**config.mk**
```make
export PLATFORM = sky130hd
export DESIGN_NAME = pwm_fade_ctrl
export DESIGN_NICKNAME = d
export VERILOG_FILES = /design/src/rtl/pwm_fade_ctrl.sv
export SDC_FILE = /design/constraint.sdc
export NUM_CORES = 1
export LEC_CHECK = 0
export CORE_ASPECT_RATIO = 1.75
export CORE_MARGIN = 3
export CORE_UTILIZATION = 45
export CTS_CLUSTER_SIZE = 40
export DETAILED_ROUTE_END_ITERATION = 8
export PLACE_DENSITY_LB_ADDON = 0.08
export SETUP_SLACK_MARGIN = 0.3
export SLEW_MARGIN = 0
export SYNTH_ARGS = -nofsm -noshare
export SYNTH_HDL_FRONTEND = slang
export SYNTH_SLANG_ARGS = --single-unit
```
**constraint.sdc**
```tcl
create_clock -name clk -period 2.72 [get_ports clk]
set_input_delay 0.408 -clock clk [delete_from_list [all_inputs] [get_ports clk]]
set_output_delay 0.408 -clock clk [all_outputs]
set_load 0.03 [all_outputs]
```
**src/rtl/pwm_fade_ctrl.sv**
```systemverilog
// Brightness envelope generator: ramps the PWM duty value up, holds it at full,
// ramps it down and holds it at off, advancing one step per prescaler tick.
module pwm_fade_ctrl #(
    parameter int unsigned PWM_INTERVAL  = 1200,
    parameter int unsigned STEP_INTERVAL = 12000,
    parameter int unsigned STEPS         = 200,
    parameter int unsigned HOLD_STEPS    = 50
) (
    input  logic                            clk,
    input  logic                            rst_n,
    input  logic                            enable,
    output logic [$clog2(PWM_INTERVAL)-1:0] pwm_value,
    output logic [1:0]                      fade_state,
    output logic                            cycle_done
);

    localparam int unsigned VW        = $clog2(PWM_INTERVAL);
    localparam int unsigned PW        = (STEP_INTERVAL > 1) ? $clog2(STEP_INTERVAL) : 1;
    localparam int unsigned HW        = (HOLD_STEPS > 1) ? $clog2(HOLD_STEPS) : 1;
    localparam int unsigned STEP_SIZE = PWM_INTERVAL / STEPS;

    typedef enum logic [1:0] {
        RAMP_UP   = 2'd0,
        HOLD_HIGH = 2'd1,
        RAMP_DOWN = 2'd2,
        HOLD_LOW  = 2'd3
    } state_t;

    state_t          state, state_nxt;
    logic [PW-1:0]   presc, presc_nxt;
    logic [HW-1:0]   hold_cnt, hold_nxt;
    logic [VW-1:0]   pwm_nxt;
    logic            done_nxt;
    logic            tick;
    logic [VW-1:0]   pwm_up, pwm_down;
    logic            hold_last;

    assign tick       = enable && (presc == PW'(STEP_INTERVAL - 1));
    assign pwm_up     = pwm_value + VW'(STEP_SIZE);
    assign pwm_down   = pwm_value - VW'(STEP_SIZE);
    assign hold_last  = (hold_cnt == HW'(HOLD_STEPS - 1));
    assign fade_state = state;

    // State, counters and outputs all register together; reset wins every cycle.
    always_ff @(posedge clk) begin
        if (!rst_n) begin
            state      <= RAMP_UP;
            presc      <= '0;
            hold_cnt   <= '0;
            pwm_value  <= '0;
            cycle_done <= 1'b0;
        end else begin
            state      <= state_nxt;
            presc      <= presc_nxt;
            hold_cnt   <= hold_nxt;
            pwm_value  <= pwm_nxt;
            cycle_done <= done_nxt;
        end
    end

    always_comb begin
        state_nxt = state;
        presc_nxt = presc;
        hold_nxt  = hold_cnt;
        pwm_nxt   = pwm_value;
        done_nxt  = 1'b0;

        if (enable) begin
            presc_nxt = tick ? '0 : presc + PW'(1);
        end

        if (tick) begin
            case (state)
                RAMP_UP: begin
                    pwm_nxt = pwm_up;
                    if (pwm_up == VW'(PWM_INTERVAL)) begin
                        state_nxt = HOLD_HIGH;
                        hold_nxt  = '0;
                    end
                end
                HOLD_HIGH: begin
                    if (hold_last) begin
                        state_nxt = RAMP_DOWN;
                        hold_nxt  = '0;
                    end else begin
                        hold_nxt = hold_cnt + HW'(1);
                    end
                end
                RAMP_DOWN: begin
                    pwm_nxt = pwm_down;
                    if (pwm_down == '0) begin
                        state_nxt = HOLD_LOW;
                        hold_nxt  = '0;
                    end
                end
                HOLD_LOW: begin
                    if (hold_last) begin
                        state_nxt = RAMP_UP;
                        hold_nxt  = '0;
                        done_nxt  = 1'b1;
                    end else begin
                        hold_nxt = hold_cnt + HW'(1);
                    end
                end
                default: begin
                    state_nxt = RAMP_UP;
                    pwm_nxt   = '0;
                    hold_nxt  = '0;
                end
            endcase
        end
    end

    // Divisibility of PWM_INTERVAL by STEPS keeps the ramp inside 0..PWM_INTERVAL.
    a_pwm_range: assert property (@(posedge clk) pwm_value <= VW'(PWM_INTERVAL));

endmodule
```
# Word level (Yosys, flattened, before mapping)
# Index checks and enable logic that the tools add are counted.
[word_totals]
regBits = 34
in_bits = 3
out_inout_bits = 14
elab_cells = 40
[op_classes]
addsub = 4
eq_ne = 10
n_mux = 12
reduce_logical = 9
[ops]
columns = ["op", "n"]
rows = [
  ["$pmux W11 S2", 1],
  ["$mux W6", 3],
  ["$pmux W6 S3", 1],
  ["$add A14 B1 Y14 const B", 1],
  ["$eq A14 B14 Y1 const B", 1],
  ["$mux W14", 1],
  ["$add A11 B3 Y11 const B", 1],
  ["$eq A11 B11 Y1 const B", 1],
  ["$logic_not A11 Y1", 1],
  ["$sub A11 B3 Y11 const B", 1],
  ["$mux W2", 4],
  ["$ne A2 B2 Y1 const B", 4],
  ["$pmux W2 S4", 1],
  ["$add A6 B1 Y6 const B", 1],
  ["$eq A6 B6 Y1 const B", 1],
  ["$reduce_and A3 Y1", 2],
  ["$reduce_and A5 Y1", 1],
  ["$eq A2 B2 Y1 const B", 2],
  ["$eq A2 B1 Y1 const B", 1],
  ["$logic_not A2 Y1", 1],
  ["$reduce_and A2 Y1", 1],
  ["$reduce_bool A2 Y1", 1],
  ["$reduce_or A2 Y1", 1],
  ["$logic_and A1 B1 Y1", 1],
  ["$mux W1", 1],
]

# Logic depth before layout (Yosys ltp)
[depth]
word_depth = 4
ltp_mapped = 9
ltp_nobuf = 8

# Least setup slack after synthesis
# Ideal clock, no wire load.
[synth_path]
kind = "reg2reg"
from = "reg pwm_value[2]"
to = "reg hold_cnt[3]"
setup_ns = 0.116
t_arrival_ns = 2.530
required_ns = 2.604
path_slack_ns = 0.074
stages_incl_launch_ff = 10
path_buffers = 1
period_less_slack_ns = 2.646
path_cell_list = "dfxtp_1 > clkbuf_1 > inv_1 > ha_1 > nand4bb_1 > o21ai_0 > a41oi_1 > o41ai_4 > a31oi_1 > a41o_1"
[synth_via]
elab_chain_cells = 4
word_cells_on_any_way = 7
cone_classes = "add/sub: 2; eq/ne: 3; reduce/logical: 2"
[synth_lines]
columns = ["element", "line_no", "text"]
rows = [
  ["from (decl)", "12", "output logic [$clog2(PWM_INTERVAL)-1:0] pwm_value,"],
  ["from (signal assigned)", "56", "pwm_value <= pwm_nxt;"],
  ["$add A11 B3 Y11 / $sub A11 B3 Y11 (equally long branches)", "39, 40", ""],
  ["$eq A11 B11 Y1 / $logic_not A11 Y1 (equally long branches)", "76, 91", ""],
  ["$ne A2 B2 Y1 (no line)", "--", ""],
  ["$reduce_and A3 Y1 (no line) *", "--", ""],
  ["to (signal assigned)", "55", "hold_cnt <= hold_nxt;"],
  ["to (decl)", "31", "logic [HW-1:0] hold_cnt, hold_nxt;"],
]
# Every way passes the cells marked *; elsewhere a longest branch is shown, timed or not.
# A chain may end at the register's enable or synchronous reset.

# Worst setup path after layout
[layout_path]
from = "reg pwm_value[3]"
to = "reg hold_cnt[5]"
# Same word-level chain as after synthesis.

==> impl_metrics.toml <==
[synth]
synth_warnings = 0
synth-xor-area-share_pct = 7.46
synth-edff-count = 0
synth-compound-area-share_pct = 18.6
synth.top_cell.area_share_pct = 31.2
ys.flop_type = "dfxtp_1"
synth_area_leaders = "dfxtp_1, nand2_1, ha_1, xnor2_1, nor2_1"
synth_top_family_by_area = "simple AND/OR/NAND/NOR gates"
synthCells = 255
synth_commonest_cells = "nand2_1, dfxtp_1, nor2_1"
synth_mux_area_share_pct = 1.95
synth-simple-area-share_pct = 30.4
synth.most_common_cell = "nand2_1"
yosys.area_share.adder_pct = 5.92
synth_area_leader_cell = "dfxtp_1"
syn_nets = 268
ys_types = 58
seq_area_frac_synth_pct = 31.2
avgSynthCellArea_sq_um = 8.29
synthArstFlopShare_pct = 0
synth_area_sq_mm = 0.00211
synth.ff_latch_count = 33

[placed_design]
globalplace.congestion = 0.898
place_inst = 318
port_buffers = 15
place_hpwl_microns = 3560

[floorplan]
start_util_pct = 47.2
die-width_microns = 57.8
die_h_microns = 96.7
core_sq_mm = 0.00448
rows = 32
io_pins = 17
die_area_sq_mm = 0.00559

[cells_and_area]
antennaDiodeCount = 0
fin_cells = 326
drive_above_1_share_pct = 10.9
fin_nets = 288
area_growth_pct = 16.3

[drt]
drc = 0
totalWireLength_microns = 4720
drtPass1Iterations = 4
vias_per_cell = 5.77
vias = 1880
wl_per_cell_microns = 14.5
drt_iter0_drc = 58
drt.antenna.violating_nets = 0

[critical_path]
start_kind = "flip-flop"
slowest_delay_ns = 0.60
reg2reg_setup_slack_ns = 0.45
cp.required_ns = 2.89
timing.rr.end = "hold_cnt[5]"
path_cells = "or4_4 > a2111oi_4 > nor2_1 > a221oi_4 > buf_12 > a31oi_1 > a41o_1"
endpoint_kind = "flip-flop"
path_max_fanout = 9
crit_arrival_ns = 2.44
cp_slowest_cell = "or4_4"
path_class = "flip-flop to flip-flop"
r2r_cells = 7
r2r_start = "pwm_value[3]"

[timing]
setup_viol = 0
finalClockSkew_ns = 0.00573
drv_slew = 0
fin_crit_sh_pct = 83.6
rsz0062_at_grt = "false"
fmax_ghz = 0.440
fin_crit_ns = 2.27
tns_ns = 0
hold_violations = 0

[clocking]
clk_pin_slew_ns = 0.07
ctsHtreeMaxLevel = 2
cts_buffers = 5
cts_tree = "built"
clock_path_buffers = 2
clock_sinks = 33
cts-root-buf = "clkbuf_8"
clock_latency_ns = 0.28

[power_and_ir_drop]
power_density_mw_per_mm2 = 357
leakage_nw = 0.945
ir_drop_mv = 0.279

[flow_run]
maxCapViolCount = 0

[global_route]
grt_pass1_vias = 1749
grt_start_max_net_pins = 14
antenna_found_initial = 0
grtUsageTotal_pct = 17.8
grt.overflow.total = 0
grt_pass1_wl_microns = 8020

[min_path]
hold_path_depth = 2
worstHoldStart = "presc[11]"
worstHoldPathType = "flip-flop to flip-flop"
hold_end = "presc[11]"

[status]
status = "finished, final reports clean"
-- what timing repair did --
action	CTS	global route
hold buffers	0	0
resized for setup	0	3
setup endpoints to repair	0	8
buffers inserted	0	1
-- worst max-delay path, delay by kind of cell (launching register included) --
family	cells	cell delay (ns)
and+or+nand+nor	2	0.71
buffers and inverters	1	0.17
AOI/OAI and AO/OA	4	0.89
DFF	1	0.39
-- per-stage QoR --
stage                     instance area [sq um]  utilization, %  setup WS [ns]  power (mW)  hold slack, ns
after floorplan                            2120               -          0.343       0.513           0.454
after global placement                     2340            52.2          0.352       0.522           0.476
after detailed placement                   2340            52.2          0.281       0.522           0.482
after CTS                                  2430            54.1          0.331       0.898           0.492
after global routing                       2460            54.9          0.317       0.909           0.534
final                                      2460            54.9          0.446       0.878           0.485
-- how the worst max path moves through the flow --
stage                 start  slack [ns]          end  cells past startpoint
2_1_floorplan  pwm_value[1]        0.34  hold_cnt[3]                      9
3_3_place_gp         enable        0.35  hold_cnt[3]                      6
3_5_place_dp         enable        0.28  hold_cnt[3]                      6
4_1_cts        pwm_value[3]        0.33  hold_cnt[5]                      6
5_1_grt        pwm_value[1]        0.32  hold_cnt[3]                      9
6_report       pwm_value[3]        0.45  hold_cnt[5]                      7
-- state kept, by name, indices dropped and copies added, names as in the netlist --
| register | flops |
|---|---|
| presc | 14 |
| pwm_value | 10 |
| hold_cnt | 6 |
| fade_state | 2 |
| cycle_done | 1 |
-- routing by layer --
layer	vias to the layer above	global-route usage [%]	share of wire (%)	routed length (microns)
met2	30	32.3	54	2540
met3	12	3.20	2.3	107
li1	939	-	-	-
met4	0	7.86	3.4	161
met5	-	0	0	0
met1	899	19.2	40	1900
-- report_power, final --
part	internal (mW)	switching, mW
Combinational	0.00889	0.0144
Clock	0.201	0.169
Sequential	0.483	0.00247
-- cell families (layout without fill, tap and decap cells) --
family,after synthesis,count (layout)
xor gates and xnor gates,18,18
DFF,33,33
AOI/OAI and AO/OA,48,48
buffers and inverters,21,41
muxes,4,4
adders and majority gates,10,10
other,1,1
and+or+nand+nor,120,120
-- layout make-up --
cell class                      count  area, sq um
Clock buffer                        7         86.3
Fill cell                         445         2020
Inverter                            9         33.8
Multi-Input combinational cell    201         1370
Sequential cell                    33          668
Tap cell                           51         63.8
Timing Repair Buffer               25          238
-- cell usage in the layout (no fill, tap or decap), drive strengths merged, types with 2 or more instances in the layout --
cell type | synthesis | routed
nand4 | 8 | 8
xor2 | 7 | 7
nor3 | 6 | 6
o211a | 2 | 2
nand3b | 3 | 3
a41o | 3 | 3
o22ai | 2 | 2
o21ai | 12 | 12
a21boi | 6 | 6
or3 | 5 | 5
or2 | 2 | 2
buf | 4 | 10
nor2b | 3 | 3
inv | 9 | 9
a31oi | 5 | 5
dfxtp | 33 | 33
nor2 | 20 | 20
mux2i | 3 | 3
ha | 10 | 10
a41oi | 2 | 2
xnor2 | 11 | 11
and2 | 9 | 9
clkdlybuf4s50 | 0 | 15
nor3b | 2 | 2
a21oi | 5 | 5
nor4 | 2 | 2
nand2 | 35 | 35
nand3 | 9 | 9
nand2b | 4 | 4
and3 | 4 | 4
o41ai | 3 | 3
or4b | 2 | 2
clkbuf | 8 | 7
No activity file was read; power rests on OpenSTA's default activity.
